`src/rtl/estacao_reserva_add.sv`:
```
// Single-entry reservation station for the ADD/SUB unit: captures one dispatched op,
// snoops the CDB for pending operands, runs a LATENCY-cycle add/sub and broadcasts the result.
module estacao_reserva_add #(
   parameter logic [2:0]  STATION_ID = 3'd1,
   parameter int          LATENCY    = 2,
   parameter logic [15:0] SEM_VALOR  = 16'hFFF0
) (
   input  logic        Clock,
   input  logic        Reset,
   input  logic        Enable_VQ,
   input  logic [2:0]  Ufop,
   input  logic [15:0] Vj,
   input  logic [15:0] Vk,
   input  logic [2:0]  Qj,
   input  logic [2:0]  Qk,
   input  logic [3:0]  R_target,
   input  logic        CDB_valid,
   input  logic [2:0]  CDB_tag,
   input  logic [15:0] CDB_data,
   input  logic        CDB_grant,
   output logic        Busy,
   output logic        CDB_req,
   output logic [2:0]  CDB_out_tag,
   output logic [15:0] CDB_out_data,
   output logic [3:0]  CDB_out_Rtgt,
   output logic        Drop
);
   localparam logic [1:0] IDLE     = 2'd0;
   localparam logic [1:0] WAIT_OPS = 2'd1;
   localparam logic [1:0] EXEC     = 2'd2;
   localparam logic [1:0] WB       = 2'd3;
   localparam logic [3:0] CNT_LOAD = 4'(LATENCY - 1);

   logic [1:0]  r_state;
   logic [15:0] r_vj, r_vk, r_out_data;
   logic [2:0]  r_qj, r_qk, r_op, r_out_tag;
   logic [3:0]  r_rt, r_cnt, r_out_rt;
   logic        r_req, r_drop;

   logic        w_hit_j_disp, w_hit_k_disp, w_hit_j_wait, w_hit_k_wait;
   logic [15:0] w_vj_disp, w_vk_disp, w_result;
   logic [2:0]  w_qj_disp, w_qk_disp;

   // A nonzero Q matching the CDB tag resolves the operand; tag 0 can never match.
   assign w_hit_j_disp = (Qj != 3'd0) && CDB_valid && (CDB_tag == Qj);
   assign w_hit_k_disp = (Qk != 3'd0) && CDB_valid && (CDB_tag == Qk);
   assign w_hit_j_wait = (r_qj != 3'd0) && CDB_valid && (CDB_tag == r_qj);
   assign w_hit_k_wait = (r_qk != 3'd0) && CDB_valid && (CDB_tag == r_qk);

   assign w_vj_disp = (Qj == 3'd0) ? Vj : (w_hit_j_disp ? CDB_data : SEM_VALOR);
   assign w_vk_disp = (Qk == 3'd0) ? Vk : (w_hit_k_disp ? CDB_data : SEM_VALOR);
   assign w_qj_disp = w_hit_j_disp ? 3'd0 : Qj;
   assign w_qk_disp = w_hit_k_disp ? 3'd0 : Qk;

   always_comb begin
      w_result = 16'h0000;
      case (r_op)
         3'b001:  w_result = r_vj + r_vk;
         3'b010:  w_result = r_vj - r_vk;
         default: w_result = 16'h0000;
      endcase
   end

   always_ff @(posedge Clock) begin
      if (Reset) begin
         r_state    <= IDLE;
         r_vj       <= SEM_VALOR;
         r_vk       <= SEM_VALOR;
         r_qj       <= 3'd0;
         r_qk       <= 3'd0;
         r_op       <= 3'd0;
         r_rt       <= 4'd0;
         r_cnt      <= 4'd0;
         r_req      <= 1'b0;
         r_drop     <= 1'b0;
         r_out_tag  <= 3'd0;
         r_out_data <= 16'h0000;
         r_out_rt   <= 4'd0;
      end else begin
         r_drop <= Enable_VQ && (r_state != IDLE);
         case (r_state)
            IDLE: if (Enable_VQ) begin
               r_op    <= Ufop;
               r_rt    <= R_target;
               r_vj    <= w_vj_disp;
               r_vk    <= w_vk_disp;
               r_qj    <= w_qj_disp;
               r_qk    <= w_qk_disp;
               r_cnt   <= CNT_LOAD;
               r_state <= ((w_qj_disp == 3'd0) && (w_qk_disp == 3'd0)) ? EXEC : WAIT_OPS;
            end
            WAIT_OPS: begin
               if (w_hit_j_wait) begin
                  r_vj <= CDB_data;
                  r_qj <= 3'd0;
               end
               if (w_hit_k_wait) begin
                  r_vk <= CDB_data;
                  r_qk <= 3'd0;
               end
               if (((r_qj == 3'd0) || w_hit_j_wait) && ((r_qk == 3'd0) || w_hit_k_wait)) begin
                  r_cnt   <= CNT_LOAD;
                  r_state <= EXEC;
               end
            end
            EXEC: if (r_cnt == 4'd0) begin
               r_out_data <= w_result;
               r_out_rt   <= r_rt;
               r_out_tag  <= STATION_ID;
               r_req      <= 1'b1;
               r_state    <= WB;
            end else begin
               r_cnt <= r_cnt - 4'd1;
            end
            WB: if (CDB_grant) begin
               r_req     <= 1'b0;
               r_out_tag <= 3'd0;
               r_state   <= IDLE;
            end
            default: r_state <= IDLE;
         endcase
      end
   end

   assign Busy         = (r_state != IDLE);
   assign CDB_req      = r_req;
   assign CDB_out_tag  = r_out_tag;
   assign CDB_out_data = r_out_data;
   assign CDB_out_Rtgt = r_out_rt;
   assign Drop         = r_drop;
endmodule

```
`config.mk`:
```
export PLATFORM = sky130hd
export DESIGN_NAME = estacao_reserva_add
export DESIGN_NICKNAME = d
export VERILOG_FILES = /design/src/rtl/estacao_reserva_add.sv
export SDC_FILE = /design/constraint.sdc
export NUM_CORES = 1
export LEC_CHECK = 0
export CORE_UTILIZATION = 55
export DETAILED_ROUTE_END_ITERATION = 8
export PLACE_DENSITY = 0.85
export RECOVER_POWER = 25
export SLEW_MARGIN = 40
export SYNTH_ARGS = -nofsm -noshare
export SYNTH_HDL_FRONTEND = slang
export SYNTH_SLANG_ARGS = --single-unit
```
`constraint.sdc`:
```
create_clock -name Clock -period 6.8 [get_ports Clock]
set_clock_uncertainty 0.15 [all_clocks]
set_input_delay 2.04 -clock Clock [delete_from_list [all_inputs] [get_ports Clock]]
set_output_delay 2.04 -clock Clock [all_outputs]
set_load 0.02 [all_outputs]
```
==> impl_metrics.ini, run 1 <==
[sta]
setup_viol = 0
worst_pin_slew_ns = 2.06
slew_violations = 49
hold_viol = 0
fin_crit_ns = 4.58
rsz0062_at_grt = no
timing.fmax_ghz = 0.219
finalSetupTns_ns = 0
relSlewSlack_pct = -37.4
fin_crit_sh_pct = 67.3

[route]
first_pass_iters = 6
vias = 4208
wl_per_cell_um = 15.9
drc = 0
dr.first_iter.drc_count = 209
routed_wl_mm = 11.2
drtAntennaViolNets = 0
via_per_inst = 5.98

[global_routing]
grt_pass1_vias = 3930
grt_overflow = 0
antenna_found_initial = 0
grt_pass1_wl_mm = 18.8
grt.total_usage_pct = 28.5
grt_max_degree = 49

[pwr]
switching_share_pct = 42.7
p_int_mw = 1.33
seq_power_share_pct = 27.0
p_comb_share_pct = 55.0
clkPwrFrac_pct = 18.0
p_per_area_mw_per_mm2 = 426
power.switching_uw = 988
vdd_drop_max_mv = 0.221
p_leak_nw = 1.99

[logic_synthesis]
netlist_area_mm2 = 0.00427
async_flop_share_pct = 0
avgSynthCellArea_um2 = 8.12
yosys.area.top_type_share_pct = 34.2
yosys-top-cells-area = dfxtp_1 (34%), ha_1 (6.4%), a211o_1 (5.1%)
yosysWarnings = 0
synth_cells = 526
ys_seq_area_share_pct = 34.2
synth.distinct_cells = 56
synth_ff_type = dfxtp_1
synth_area_leader_cell = dfxtp_1
synth_edf_count = 0
synth-seq-cells = 73
ys_top_cells_by_count = dfxtp_1 (73), nor2_1 (55), nand2_1 (52)
synth_most_common_cell = dfxtp_1

[cts]
numCtsBuffers = 9
cts_hold_buffers = 0
cts_setup_buffers = 0
clk_latency_ns = 0.35
cts_resized = 0
h-tree-depth = 3
cts_num_sinks = 73
cts_tree = built
cts.reportedPaths.clkPinSlew_ns = 0.08
clockRootBuffer = clkbuf_8
clockBufferDepth = 2

[finish]
multi_input_area_mm2 = 0.00262
final_area_mm2 = 0.00543
register_area_mm2 = 0.00146
nets = 693
layout-drive-gt1-share_pct = 3.97
n_antenna_cell = 0
area_delta_synth_final_pct = 27.1
n_fill_cell = 594

[hold_path]
min_path_cells = 2
hp-class = reg -> reg
worstHoldStart = CDB_out_data[15]$_SDFFE_PP0P_
hold_path_end = CDB_out_data[15]$_SDFFE_PP0P_

[floorplanning]
rows = 31
die_w_um = 90.1
core_area_mm2 = 0.00737
start_util_pct = 58.0
die_area_mm2 = 0.00812
dieHeight_um = 90.1
io_pins = 95

[setup_path]
reg2reg_setup_slack_ns = 3.08
cp.arrival_ns = 4.58
r2r_end = CDB_out_data[15]$_SDFFE_PP0P_
end_kind = flop
criticalPathCategory = in -> reg
cp-start-kind = input port
critPathRequiredTime_ns = 6.80
r2r_cells = 11
cp_max_fo = 48
r2r_start = r_op[1]$_SDFFE_PP0P_

[placed_design]
dp.final_hpwl_mm = 8.30
place_congestion = 0.896
io_buffers = 92
placed_area_mm2 = 0.00519

[run_status]
violations = max-capacitance violations, max-slew violations
outcome = finished with violations

[job]
max-cap-violations = 1
## logic make-up after synthesis
family          synth area share (%)
flops                           34.2
fa+ha+maj                       6.91
buf+inv                         4.63
compound gates                  27.8
xor+xnor                        7.38
other cells                   0.0878
simple gates                    19.0
## layout make-up
cell class | instances | share of cell area (%)
multi-input cells | 408 | 48.3
flip-flops and latches | 73 | 26.9
repair buffers | 94 | 17.1
clock buffers | 9 | 2.28
well taps | 99 | 2.28
clock inverters | 6 | 2.14
inverters | 15 | 1.04
## cells in the final DEF, fill, tap and decap left out, types with 4 or more instances in the layout
cell / n
nand3_1: 17
clkbuf_8: 9
o21ai_0: 19
nor3_1: 9
a211o_1: 25
inv_1: 15
xor2_1: 11
a22oi_1: 5
or3_1: 9
o21a_1: 6
xnor2_1: 25
nand4_1: 4
o211ai_1: 4
a211oi_1: 5
o31a_1: 5
clkdlybuf4s50_1: 90
dfxtp_1: 73
a21o_1: 5
nand2_1: 52
a31oi_1: 6
nor2b_1: 4
nor2_1: 54
o22ai_1: 24
ha_1: 22
a221oi_1: 9
nand2b_1: 8
a21oi_1: 38
## metrics by stage
step / setup slack [ns] / cells / util (%) / hold slack [ns] / power [mW]
final: 2.22 / 704 / 73.7 / 0.298 / 2.31
after global routing: 2.00 / 704 / 73.7 / 0.316 / 2.49
after CTS: 2.62 / 704 / 73.8 / 0.299 / 2.31
after detailed placement: 2.25 / 689 / 70.5 / 0.288 / 1.88
after global placement: 2.06 / 689 / 70.4 / 0.283 / 1.83
after floorplan: 3.02 / 527 / - / 0.282 / 1.59
## state kept, by name (all words and copies together), names as in the netlist
name / count
CDB_out_Rtgt: 4
CDB_out_data: 16
CDB_out_tag: 1
Drop: 1
r_cnt: 4
r_op: 3
r_qj: 3
r_qk: 3
r_rt: 4
r_state: 2
r_vj: 16
r_vk: 16
## worst max path at each step
| stage | startpoint | end | depth (start not counted) |
|---|---|---|---|
| floorplan | CDB_tag[0] | r_vk[15]$_SDFFE_PP1P_ | 9 |
| global placement | CDB_tag[1] | r_vk[1]$_SDFFE_PP0P_ | 8 |
| detailed placement | CDB_tag[2] | r_vj[1]$_SDFFE_PP0P_ | 7 |
| CTS | CDB_tag[2] | r_vj[1]$_SDFFE_PP0P_ | 7 |
| global route | Reset | r_cnt[3]$_SDFFE_PP0P_ | 4 |
| finish | Reset | r_cnt[2]$_SDFFE_PP0P_ | 4 |
## critical path, stage by stage
cell and delay, ns:
clkbuf_1 0.65, clkbuf_1 1.54, nand2b_1 0.25, o32ai_1 0.08
## power groups by stage
| stage | logic, mW | registers, mW | clock network [mW] |
|---|---|---|---|
| 5_1_grt | 1.42 | 0.639 | 0.433 |
| 3_3_place_gp | 1.21 | 0.626 | 0 |
| 6_report | 1.27 | 0.625 | 0.417 |
| 2_1_floorplan | 0.975 | 0.616 | 0 |
| 4_1_cts | 1.27 | 0.623 | 0.418 |
| 3_5_place_dp | 1.25 | 0.631 | 0 |
## metal layers
layer | part of all wire, % | vias to the layer above | GRT usage (%)
li1 | - | 2071 | -
met1 | 45 | 1924 | 36.7
met2 | 45 | 182 | 46.2
met3 | 6.8 | 31 | 5.25
met4 | 3.2 | 0 | 12.8
met5 | 0 | - | 0
(Power assumes the default switching activity.)
==> run 2: changes to the inputs <==
CORE_UTILIZATION = 46   (was 55)
PLACE_DENSITY = 0.76   (was 0.85)
clock period = 3.67 ns   (was 6.8 ns; I/O delays follow)
==> impl_metrics.ini, run 2 (synthesis gave the netlist of run 1 again) <==
[cts]
h-tree-depth = 3
numCtsBuffers = 9
cts_num_sinks = 73
cts_setup_buffers = 0
cts.reportedPaths.clkPinSlew_ns = 0.08
cts_tree = built
clk_latency_ns = 0.35
clockRootBuffer = clkbuf_8
clockBufferDepth = 2

[floorplanning]
die_w_um = 98.4
core_area_mm2 = 0.00885
io_pins = 95
dieHeight_um = 98.4
start_util_pct = 48.3
rows = 34
die_area_mm2 = 0.00968

[job]
max-cap-violations = 1

[pwr]
p_leak_nw = 2.09
p_per_area_mw_per_mm2 = 796
vdd_drop_max_mv = 0.292

[sta]
relSlewSlack_pct = -38.1
worst_pin_slew_ns = 2.07
fin_crit_sh_pct = 93.7
timing.fmax_ghz = 0.291
hold_viol = 0
hold_ws_ns = 0.294
rsz0062_at_grt = no
fin_crit_ns = 3.44
finalSetupTns_ns = 0
slew_violations = 49
setup_viol = 0

[setup_path]
cp_slowest_cell = or3b_2
slowest_delay_ns = 0.60
end_kind = flop
critPathRequiredTime_ns = 3.76
cp.arrival_ns = 3.53
cp_max_fo = 10
cp-start-kind = flop
worstPathCellList = or3b_2, o21ai_2, inv_1, ha_1, nor2b_1, o31a_1, a2111oi_2, o311ai_1, a221oi_1, xnor2_1, o21ai_1
criticalPathCategory = reg -> reg

[route]
wl_per_cell_um = 15.7
drtAntennaViolNets = 0
routed_wl_mm = 11.4
first_pass_iters = 6
drc = 0
vias = 4210
dr.first_iter.drc_count = 209
via_per_inst = 5.81

[finish]
layout-drive-gt1-share_pct = 5.52
n_antenna_cell = 0
stdcell_count = 724
utilization_pct = 63.0
area_delta_synth_final_pct = 30.4
nets = 704
layout_commonest_cell = clkdlybuf4s50_1
final_cell_mix = clkdlybuf4s50_1 (82), dfxtp_1 (73), nor2_1 (54)

[global_routing]
grt_overflow = 0
grt_pass1_wl_mm = 18.6
grt_pass1_vias = 3949
grt.total_usage_pct = 24.1
grt_max_degree = 49
antenna_found_initial = 0

[placed_design]
place_congestion = 0.893
place_inst = 709
dp.final_hpwl_mm = 8.61
io_buffers = 92

[run_status]
outcome = finished with violations
violations = max-capacitance violations, max-slew violations

[hold_path]
hp-class = reg -> reg
## run 2: final timing paths
kind	endpoint	cells after the start	startpoint	slack, ns
setup / recovery	CDB_out_data[15]$_SDFFE_PP0P_	11	r_op[1]$_SDFFE_PP0P_	0.23
hold / removal	CDB_out_data[15]$_SDFFE_PP0P_	2	CDB_out_data[15]$_SDFFE_PP0P_	0.29
setup reg to reg	CDB_out_data[15]$_SDFFE_PP0P_	11	r_op[1]$_SDFFE_PP0P_	0.23
hold reg to reg	CDB_out_data[15]$_SDFFE_PP0P_	2	CDB_out_data[15]$_SDFFE_PP0P_	0.29
## run 2: worst max-delay path: cells and delay by family, from the launching register on
kind	cells	cell delay, ns
buffers and inverters	1	0.07
xor gates and xnor gates	1	0.16
and+or+nand+nor	2	0.74
adders and majority gates	1	0.26
DFF	1	0.39
AOI/OAI and AO/OA	6	1.55
## run 2: routing by layer
layer  track usage (%)  vias to the layer above  part of all wire (%)
met5                 0                        -                     0
met4              11.7                        0                   2.8
met3              3.44                       24                   4.7
met2              38.8                      131                    46
met1              31.7                     1948                    47
li1                  -                     2107                     -
## run 2: metrics by stage
stage                     worst slack [ns]  instance area [µm²]  power, mW
after CTS                           0.0333                 5580       4.42
after detailed placement            0.0609                 5310       3.55
final                                0.233                 5570       4.43
after floorplan                      0.452                 4280       2.95
after global placement              0.0719                 5310       3.46
after global routing                 0.114                 5570       4.76
## run 2: power by group
part / internal [mW] / switching, mW / total, mW
clock network: 0.535 / 0.309 / 0.844
registers: 0.982 / 0.172 / 1.15
logic: 1.08 / 1.35 / 2.44
total: 2.60 / 1.83 / 4.43
## run 2: final cells by class
class,instances,area (µm²)
clock buffers,10,138
inverters,15,56.3
fillers,785,3280
well taps,108,135
flip-flops and latches,73,1460
clock inverters,5,128
multi-input cells,408,2620
repair buffers,105,1030
## run 2: what timing repair did
item                       4_1_cts  5_1_grt
gates resized for setup          0        2
setup endpoints to repair        0        2
hold endpoints to repair         0        0
hold buffers                     0        0
